### config.mk
export PLATFORM = sky130hd
export DESIGN_NAME = csa_resolve
export DESIGN_NICKNAME = d
export VERILOG_FILES = /design/src/rtl/csa_resolve.sv
export SDC_FILE = /design/constraint.sdc
export NUM_CORES = 1
export LEC_CHECK = 0
export CAP_MARGIN = 20
export CORE_MARGIN = 2
export CORE_UTILIZATION = 40
export CTS_BUF_LIST = sky130_fd_sc_hd__clkbuf_16
export DETAILED_ROUTE_END_ITERATION = 10
export PLACE_DENSITY = 0.65
export SLEW_MARGIN = 25
export SYNTH_ARGS = -nofsm -noshare
export SYNTH_HDL_FRONTEND = slang
export SYNTH_SLANG_ARGS = --single-unit
### constraint.sdc
create_clock -name clock -period 4.5 [get_ports clock]
set_clock_uncertainty 0.05 [all_clocks]
set_input_delay 0.45 -clock clock [delete_from_list [all_inputs] [get_ports clock]]
set_output_delay 0.45 -clock clock [all_outputs]
set_load 0.01 [all_outputs]
### src/rtl/csa_resolve.sv
// Resolves a carry-save pair (sum, unshifted carry) into binary, CHUNK bits per cycle.
// Optional overflow output io_out_ovf is built only when CSA_RESOLVE_OVF_EN is defined.
//
// state | meaning
// IDLE  | ready for an operand pair
// BUSY  | resolving chunk k with the ripple carry held in carry
// DONE  | result presented, waiting for io_out_ready
module csa_resolve #(
    parameter int WIDTH = 13,
    parameter int CHUNK = 4
) (
    input  logic             clock,
    input  logic             reset,
    input  logic             io_in_valid,
    output logic             io_in_ready,
    input  logic [WIDTH-1:0] io_in_0,
    input  logic [WIDTH-1:0] io_in_1,
    output logic             io_out_valid,
    input  logic             io_out_ready,
    output logic [WIDTH-1:0] io_out_bits
`ifdef CSA_RESOLVE_OVF_EN
    ,
    output logic             io_out_ovf
`endif
);

    localparam int NCHUNK = (WIDTH + CHUNK - 1) / CHUNK;
    localparam int PW     = NCHUNK * CHUNK;
    localparam int TOPW   = WIDTH - (NCHUNK - 1) * CHUNK;
    localparam int KW     = (NCHUNK > 1) ? $clog2(NCHUNK) : 1;
    localparam logic [KW-1:0] K_LAST = KW'(NCHUNK - 1);

    typedef enum logic [1:0] {
        IDLE,
        BUSY,
        DONE
    } state_t;

    state_t          state;
    logic [PW-1:0]   op_a;
    logic [PW-1:0]   op_b;
    logic [PW-1:0]   res;
    logic [KW-1:0]   k;
    logic            carry;

    logic [WIDTH-1:0] in1_shifted;
    int               sh;
    logic [CHUNK-1:0] a_chunk;
    logic [CHUNK-1:0] b_chunk;
    logic [CHUNK:0]   chunk_sum;
    logic             carry_out;
    logic [PW-1:0]    res_next;

`ifdef CSA_RESOLVE_OVF_EN
    logic b_msb;
    logic ovf_r;
    assign io_out_ovf = ovf_r;
`endif

    assign in1_shifted  = io_in_1 << 1;
    assign io_in_ready  = (state == IDLE);
    assign io_out_valid = (state == DONE);
    assign io_out_bits  = res[WIDTH-1:0];

    // Operands are zero-padded to PW bits, so in the short top chunk the true
    // carry-out of bit WIDTH-1 lands at chunk_sum[TOPW].
    always_comb begin
        sh        = int'(k) * CHUNK;
        a_chunk   = CHUNK'(op_a >> sh);
        b_chunk   = CHUNK'(op_b >> sh);
        chunk_sum = {1'b0, a_chunk} + {1'b0, b_chunk} + (CHUNK + 1)'(carry);
        carry_out = (k == K_LAST) ? chunk_sum[TOPW] : chunk_sum[CHUNK];
        res_next  = (res & ~(PW'({CHUNK{1'b1}}) << sh))
                  | (PW'(chunk_sum[CHUNK-1:0]) << sh);
    end

    always_ff @(posedge clock) begin
        if (reset) begin
            state <= IDLE;
            op_a  <= '0;
            op_b  <= '0;
            res   <= '0;
            k     <= '0;
            carry <= 1'b0;
`ifdef CSA_RESOLVE_OVF_EN
            b_msb <= 1'b0;
            ovf_r <= 1'b0;
`endif
        end else begin
            case (state)
                IDLE: begin
                    if (io_in_valid) begin
                        op_a  <= PW'(io_in_0);
                        op_b  <= PW'(in1_shifted);
                        res   <= '0;
                        k     <= '0;
                        carry <= 1'b0;
`ifdef CSA_RESOLVE_OVF_EN
                        b_msb <= io_in_1[WIDTH-1];
                        ovf_r <= 1'b0;
`endif
                        state <= BUSY;
                    end
                end
                BUSY: begin
                    res   <= res_next;
                    carry <= carry_out;
                    k     <= k + KW'(1);
                    if (k == K_LAST) begin
`ifdef CSA_RESOLVE_OVF_EN
                        ovf_r <= carry_out | b_msb;
`endif
                        state <= DONE;
                    end
                end
                DONE: begin
                    if (io_out_ready) begin
                        state <= IDLE;
                    end
                end
                default: state <= IDLE;
            endcase
        end
    end

endmodule

==> qor.csv, run 1 <==
metric,value,unit
finalMaxSlewViolations,0,
clock_path_buffers,2,
power.share.clock,38.9,%
synth_edf_count,0,
setup_tns,0,ps
synthArstFlopShare,0,%
dr.pass1.iters,4,
avgViaCountPerCell,4.92,
cts_sinks,43,
fin_crit,2720,ps
core.rowCount,26,
netlist_top_cells_count,"nand2_1, dfxtp_1, a21oi_1",
gp_congestion,0.790,
cpMaxStageDelayCell,dfxtp_1,
cap_violations,0,
yosys.cell_types.count,35,
globalRouteOverflowTotal,0,
fin_crit_sh,60.5,%
min_path_type,flip-flop to flip-flop,
antenna_cells,0,
ios,45,
ant_nets,0,
rrSetupSlack,1780,ps
grt_first_pass_wirelength,7.29,mm
postCtsHoldBufs,0,
ys_seq_area_share,41.6,%
rsz0062_at_grt,no,
fin_nets,322,
die-area,5770,µm²
power_switching,0.209,mW
syn_to_final_growth,26.6,%
vias,1736,
numPlacedInstances,346,
worst-setup-path-type,flip-flop to flip-flop,
finalNonFillerCells,353,
cts_max_level,2,
worstPathMaxFanout,18,
synthCells,248,
drive_above_1_share,4.24,%
crit_family,flip-flops,
synth_top_area_share,41.6,%
synth_area,2070,µm²
synth_largest_area_cell,dfxtp_1,
cts-resized-gates,0,
worst-r2r-cell-count,6,
cts.clk_slew.worst_paths,60,ps
io_buffer_count,43,
syn_nets,287,
critPathLaunchType,flip-flop,
holdPathStages,2,
max-slew-margin-rel,43.1,%
drt_iter0_drc,107,
worstSkewPairLatency,280,ps
ys.warnings.count,0,
tightest_slew,853,ps
max_freq,367,MHz
ir_worst_vdd,0.187,mV
critPathRequiredTime,4660,ps
cpPeakStageDelay,840,ps
p_leak,0.923,nW
routedWlPerCell,12.1,µm
path_depth,6,
crit_path_end_kind,flip-flop,
p_int,0.654,mW
die_w,76.0,µm
cts-root-buf,clkbuf_16,
dp_hpwl,2.98,mm
yosysMostFrequentCell,nand2_1,
power_frac_seq,48.0,%
ys_ff_latch,43,
cp.buffers_inverters,0,
drt-total-wl,4.26,mm
cts_tree,yes,
postCtsSetupBuffers,0,
synth-main-ff-cell,dfxtp_1,
grt_pass1_vias,1610,
hold_viol,0,
status,"complete, no violations",
grt_usage,15.6,%
coreArea,5040,µm²
path_cells,mux4_2 > fa_1 > fa_1 > xor2_1 > nand2_1 > a21oi_1,
synthTopCellsByArea,"dfxtp_1, nand2_1, a21oi_1, mux2i_1, o21ai_0",
path_common_cell,fa_1,
die_y,76.0,µm
grt_max_degree,26,
powerDensity,329,nW/µm²
start_util,41.1,%
syn_area_per_cell,8.35,µm²
setup-violations-final,0,
switching_share,24.2,%
antenna_found_initial,0,
drc_errors,0,
comb_power_share,13.1,%
worstPathArrival,2880,ps
cts_made_buffers,5,
routing by layer:
layer	track usage, %	up-vias	share of wire, %
met1	19.9	781	48
met3	4.76	2	4.1
met5	0	-	0
met2	25.4	36	47
met4	4.91	0	0.63
li1	-	917	-
kinds of logic (layout without fill, tap and decap cells):
group	Yosys count	count (layout)	share of synthesized area (%)
simple gates	96	96	21.9
compound gates	67	67	17.3
flops	43	43	41.6
buf+inv	19	54	5.74
mux	13	13	6.89
fa+ha+maj	9	9	6.16
xor+xnor	1	1	0.423
area by class of cell:
type                    count  area [µm²]
fillers                   493        2420
multi-input cells         186        1090
flip-flops and latches     43         861
repair buffers             44         438
clock buffers               5         125
well taps                  70        87.6
inverters                   3        11.3
clock inverters             2        8.76
final timing paths:
kind / from / endpoint
setup / recovery: k[1] / res[6]
hold / removal: op_a[8] / op_a[8]
setup reg to reg: k[1] / res[6]
hold reg to reg: op_a[8] / op_a[8]
flip-flops by register name, indices dropped and copies added (netlist names):
name and cells:
k 2, res 13, op_b 12, carry 1, state 2, op_a 13
stage by stage:
step           power, mW  hold WS [ps]  worst slack [ps]  utilization, %  instance area (µm²)
2_1_floorplan      0.494           383              2060               -                 2070
3_3_place_gp       0.535           391              1810            49.4                 2490
3_5_place_dp       0.537           397              1790            49.4                 2490
4_1_cts            0.875           405              1760            52.0                 2620
5_1_grt            0.908           422              1590            52.0                 2620
6_report           0.863           404              1780            52.0                 2620
cells in the final DEF, fill, tap and decap left out, drive strengths merged:
cell type,synthesis,layout
a22oi,1,1
a211oi,1,1
fa,2,2
nand4,4,4
a211o,1,1
nor4b,1,1
mux4,1,1
o211ai,3,3
nor2b,6,6
a21oi,39,39
clkdlybuf4s50,0,43
a32oi,1,1
buf,10,1
clkbuf,6,5
inv,3,3
ha,7,7
nand2b,2,2
and2b,1,1
nor2,4,4
mux2i,12,12
or3b,1,1
dfxtp,43,43
nand3,3,3
nand2,68,68
and4bb,2,2
nor3b,1,1
nand3b,1,1
and2,1,1
o21ai,20,20
clkinv,0,2
xor2,1,1
o21bai,1,1
nor3,1,1
worst register-to-register path: stages (launching register included):
cell and delay (ps):
dfxtp_1 840, mux4_2 430, fa_1 430, fa_1 410
xor2_1 270, nand2_1 90, a21oi_1 130
power by group through the flow:
stage | clock network [mW] | registers, mW | logic [mW]
after floorplan | 0 | 0.415 | 0.0792
after global placement | 0 | 0.422 | 0.113
after detailed placement | 0 | 0.423 | 0.114
after CTS | 0.345 | 0.415 | 0.115
after global routing | 0.364 | 0.417 | 0.127
final | 0.336 | 0.414 | 0.113
Note: power is estimated with default switching activity, not from simulation.
==> run 2, diff against run 1 <==
Clock period 4.5 ns to 2.7 ns, I/O delays scaled along.
==> qor.csv, run 2 (same netlist as run 1, synthesis figures left out) <==
metric,value,unit,change
p_leak,0.947,nW,was 0.923 nW
max-slew-margin-rel,47.0,%,was 43.1%
max_freq,429,MHz,was 367 MHz
worstPathMaxFanout,3,,was 18
cts_max_level,2,,unchanged
antenna_cells,0,,unchanged
finalNonFillerCells,358,,was 353
critical_path.startpoint,k[0],,was k[1]
cap_violations,0,,unchanged
worst-setup-path-type,flip-flop to flip-flop,,unchanged
dr.pass1.iters,4,,unchanged
grt_first_pass_wirelength,7.29,mm,about the same
cts_tree,yes,,unchanged
ant_nets,0,,unchanged
grt_max_degree,46,,was 26
routedWlPerCell,11.8,µm,was 12.1 µm
critPathRequiredTime,2860,ps,was 4660 ps
hold_start,op_a[12],,was op_a[8]
hold_viol,0,,unchanged
ios,45,,unchanged
die_w,76.0,µm,unchanged
postCtsHoldBufs,0,,unchanged
setup-violations-final,0,,unchanged
vias,1760,,was 1736
final_common_cell,nand2_1,,unchanged
setup_tns,0,ps,unchanged
tightest_slew,795,ps,was 853 ps
fin_crit_sh,86.4,%,was 60.5%
hold_slack,403,ps,was 404 ps
grtUsageMet1,19.0,%,was 19.9%
drt_iter0_drc,81,,was 107
grt_util_met3,3.69,%,was 4.76%
fin_nets,326,,was 322
io_buffer_count,43,,unchanged
clock_path_buffers,2,,unchanged
rsz0062_at_grt,no,,unchanged
cts.clk_slew.worst_paths,60,ps,about the same
worstPathArrival,2490,ps,was 2880 ps
avgViaCountPerCell,4.92,,about the same
cts-resized-gates,0,,unchanged
core.rowCount,26,,unchanged
start_util,41.1,%,unchanged
gp_congestion,0.785,,was 0.790
postPlaceCellArea,2520,µm²,was 2490 µm²
ir_worst_vdd,0.366,mV,was 0.187 mV
status,"complete, no violations",,unchanged
worstSkewPairLatency,280,ps,about the same
antenna_found_initial,0,,unchanged
final_util,52.8,%,was 52.0%
cts-root-buf,clkbuf_16,,unchanged
busiest_layer,met2,,unchanged
final_area,2660,µm²,was 2620 µm²
postCtsSetupBuffers,0,,unchanged
drc_errors,0,,unchanged
cts_made_buffers,5,,unchanged
final_cell_mix,"nand2_1, dfxtp_1, clkdlybuf4s50_1",,unchanged
cts_sinks,43,,unchanged
groute.layer.met2.usage,25.5,%,was 25.4%
drt-total-wl,4.24,mm,was 4.26 mm
powerDensity,548,nW/µm²,was 329 nW/µm²
die_y,76.0,µm,unchanged
globalRouteOverflowTotal,0,,unchanged
critPathLaunchType,flip-flop,,unchanged
crit_path_end_kind,flip-flop,,unchanged
finalMaxSlewViolations,0,,unchanged
grt_pass1_vias,1632,,was 1610
drive_above_1_share,5.90,%,was 4.24%
syn_to_final_growth,28.5,%,was 26.6%
dp_hpwl,2.95,mm,was 2.98 mm
reg_top3,"op_a x13, res x13, op_b x12",,unchanged
coreArea,5040,µm²,unchanged
fin_crit,2330,ps,was 2720 ps
numPlacedInstances,350,,was 346
grt_usage,15.2,%,was 15.6%
min_path_type,flip-flop to flip-flop,,unchanged
worstReg2RegStart,k[0],,was k[1]
die-area,5770,µm²,unchanged
## run 2: per-stage QoR
stage,setup slack [ps],power (mW)
finish,367,1.46
global route,154,1.52
CTS,347,1.47
global placement,376,0.897
detailed placement,359,0.900
floorplan,256,0.824
## run 2: layer usage
metal  wire (µm)  up-vias
li1            -      928
met1        1980      790
met2        2030       38
met3         183        4
met4          53        0
met5           0        -
## run 2: power by group
part	leakage, nW	total (mW)	switching, mW	internal, mW
clock	0.0710	0.573	0.236	0.337
combinational	0.525	0.206	0.107	0.0990
sequential	0.351	0.678	0.0150	0.663
total	0.947	1.46	0.358	1.10
## run 2: final cells by class
cell class,count,area (µm²)
inverters,3,11.3
fillers,533,2380
flip-flops and latches,43,861
multi-input cells,186,1090
well taps,70,87.6
clock inverters,3,16.3
clock buffers,5,125
repair buffers,48,468
## run 2: final timing paths
check | to | slack (ps) | cells past startpoint
min reg2reg | op_a[12] | 400 | 2
max reg2reg | res[10] | 370 | 6
min | op_a[12] | 400 | 2
max | res[10] | 370 | 6
## run 2: critical path: stages, from the launching register on
cell and delay [ps]:
dfxtp_1 350, mux4_2 530, fa_1 440, fa_1 420, xor2_1 270, nand2_1 90
a21oi_1 120
==> run 3, diff against run 2 <==
Settings changed: ABC_AREA set to 1, PLACE_DENSITY 0.65 to not set, PLACE_DENSITY_LB_ADDON set to 0.3, SKIP_LAST_GASP set to 1.
==> qor.csv, run 3 <==
metric,value,unit,change
ir_worst_vdd,0.371,mV,was 0.366 mV
final_area,2590,µm²,was 2660 µm²
postPlaceCellArea,2440,µm²,was 2520 µm²
ios,45,,unchanged
io_buffer_count,43,,unchanged
routedWlPerCell,10.9,µm,was 11.8 µm
final_common_cell,nor2_1,,was nand2_1
start_util,41.5,%,was 41.1%
worstReg2RegStart,k[0],,unchanged
vias,1773,,was 1760
p_leak,1.02,nW,was 0.947 nW
finalMaxSlewViolations,0,,unchanged
die_y,74.0,µm,was 76.0 µm
grt_max_degree,35,,was 46
synth_top_family_by_area,simple AND/OR/NAND/NOR gates,,unchanged
drt-total-wl,4.10,mm,was 4.24 mm
worstPathMaxFanout,10,,was 3
critPathRequiredTime,2850,ps,was 2860 ps
worst-r2r-cell-count,9,,was 6
min_path_type,flip-flop to flip-flop,,unchanged
synth_top_area_share,43.9,%,was 41.6%
regToRegEndpoint,res[9],,was res[10]
synth_area,1960,µm²,was 2070 µm²
globalRouteOverflowTotal,0,,unchanged
ys.warnings.count,0,,unchanged
max-slew-margin-rel,64.9,%,was 47.0%
synth_edf_count,0,,unchanged
reg_top3,"op_a x13, res x13, op_b x12",,unchanged
antenna_found_initial,0,,unchanged
grt_pass1_vias,1683,,was 1632
worst-setup-path-type,flip-flop to flip-flop,,unchanged
cpPeakStageDelay,520,ps,was 530 ps
yosys.cell_types.count,27,,was 35
synthAdderAreaFrac,6.51,%,was 6.16%
die_w,74.0,µm,was 76.0 µm
crit_path_end_kind,flip-flop,,unchanged
syn_to_final_growth,32.2,%,was 28.5%
critPathLaunchType,flip-flop,,unchanged
syn_area_per_cell,7.39,µm²,was 8.35 µm²
path_common_cell,fa_1,,unchanged
drt_iter0_drc,91,,was 81
worstSkewPairLatency,280,ps,about the same
fin_crit_sh,90.7,%,was 86.4%
max_freq,408,MHz,was 429 MHz
setup_tns,0,ps,unchanged
avgViaCountPerCell,4.72,,was 4.92
cts-root-buf,clkbuf_16,,unchanged
tightest_slew,526,ps,was 795 ps
cts.clk_slew.worst_paths,60,ps,about the same
ant_nets,0,,unchanged
dr.pass1.iters,4,,unchanged
cp-endpoint,res[9],,was res[10]
drive_above_1_share,8.41,%,was 5.90%
path_cells,clkinvlp_4 > o21ai_0 > o22ai_1 > fa_1 > fa_1 > inv_1 > nor2_1 > nand2_1 > a21oi_1,,was mux4_2 > fa_1 > fa_1 > xor2_1 > nand2_1 > a21oi_1
synth_xor_area_share,0.447,%,was 0.423%
dp_hpwl,2.98,mm,was 2.95 mm
ys_seq_area_share,43.9,%,was 41.6%
antenna_cells,0,,unchanged
cap_violations,0,,unchanged
ys_ff_latch,43,,unchanged
hold_viol,0,,unchanged
syn_nets,304,,was 287
fin_nets,347,,was 326
status,"complete, no violations",,unchanged
gp_congestion,0.822,,was 0.785
cts_tree,yes,,unchanged
grt_usage,16.9,%,was 15.2%
critical_path.startpoint,k[0],,unchanged
grt_first_pass_wirelength,7.13,mm,was 7.29 mm
die-area,5470,µm²,was 5770 µm²
powerDensity,608,nW/µm²,was 548 nW/µm²
netlist_top_cells_count,"nor2_1, dfxtp_1, o21ai_0",,"was nand2_1, dfxtp_1, a21oi_1"
synth_compound_area_share,16.5,%,was 17.3%
synth-main-ff-cell,dfxtp_1,,unchanged
cts_sinks,43,,unchanged
synthArstFlopShare,0,%,unchanged
cpMaxStageDelayCell,fa_1,,was mux4_2
synth_mux_area_share,0,%,was 6.89%
synth_simple_gate_area_share,26.1,%,was 21.9%
synthTopCellsByArea,"dfxtp_1, nor2_1, o21ai_0, nand2_1, a21oi_1",,"was dfxtp_1, nand2_1, a21oi_1, mux2i_1, o21ai_0"
yosysMostFrequentCell,nor2_1,,was nand2_1
synth_largest_area_cell,dfxtp_1,,unchanged
cts_made_buffers,5,,unchanged
synthCells,265,,was 248
clock_path_buffers,2,,unchanged
rsz0062_at_grt,no,,unchanged
fin_crit,2450,ps,was 2330 ps
core.rowCount,25,,was 26
worstPathArrival,2600,ps,was 2490 ps
holdPathStages,2,,unchanged
fillers,475,,was 533
final_cell_mix,"nor2_1, clkdlybuf4s50_1, dfxtp_1",,"was nand2_1, dfxtp_1, clkdlybuf4s50_1"
setup-violations-final,0,,unchanged
cts_max_level,2,,unchanged
coreArea,4720,µm²,was 5040 µm²
rrSetupSlack,250,ps,was 370 ps
drc_errors,0,,unchanged
==> run 3: area by class of cell <==
| class | count | area [µm²] | share of cell area, % |
|---|---|---|---|
| clock buffers | 5 | 125 | 4.83 |
| clock inverters | 3 | 15.0 | 0.579 |
| inverters | 14 | 57.6 | 2.22 |
| multi-input cells | 195 | 972 | 37.5 |
| flip-flops and latches | 43 | 862 | 33.3 |
| well taps | 67 | 83.8 | 3.24 |
| repair buffers | 49 | 475 | 18.3 |
==> run 3: how the worst min path moves through the flow <==
stage	from	slack (ps)	endpoint
floorplan	io_in_1[9]	380	op_b[10]
global placement	res[0]	400	res[0]
detailed placement	res[0]	400	res[0]
CTS	res[0]	410	res[0]
global route	res[3]	420	res[3]
finish	res[0]	400	res[0]
==> run 3: what timing repair did <==
action / 4_1_cts / 5_1_grt
buffers inserted: 0 / 1
hold buffers: 0 / 0
endpoints found under the hold margin: 0 / 0
resized for setup: 0 / 2
endpoints found under the setup margin: 0 / 2
==> run 3: kinds of logic after synthesis <==
logic type,after synthesis
compound gates,64
xor+xnor,1
fa+ha+maj,9
buf+inv,27
flops,43
simple gates,121
==> run 3: metrics by stage <==
stage	util (%)	total power, mW	setup WS, ps	hold slack, ps	std cells
detailed placement	51.6	1.02	196	401	367
global route	54.9	1.67	87.6	424	376
CTS	54.6	1.59	165	408	375
floorplan	-	0.917	405	383	265
finish	54.9	1.57	250	404	376
global placement	51.6	1.01	274	397	367
==> run 3: critical path, delay by kind of cell (launching register included) <==
kind	cells	cell delay, ps
adders and majority gates	2	970
AOI/OAI and AO/OA	3	490
DFF	1	400
buffers and inverters	2	240
and+or+nand+nor	2	220
==> run 3: where the power goes <==
group          internal, mW  leakage, nW  switching [mW]  total (mW)
clock                 0.336       0.0649           0.229       0.565
sequential            0.679        0.354          0.0269       0.706
combinational         0.134        0.606           0.170       0.304
==> run 3: metal layers <==
layer	routed length [µm]	up-vias	share of wire [%]	global-route usage [%]
li1	-	951	-	-
met1	1870	776	46	18.8
met2	2030	42	50	31.3
met3	144	4	3.5	4.47
met4	46	0	1.1	4.85
met5	0	-	0	0
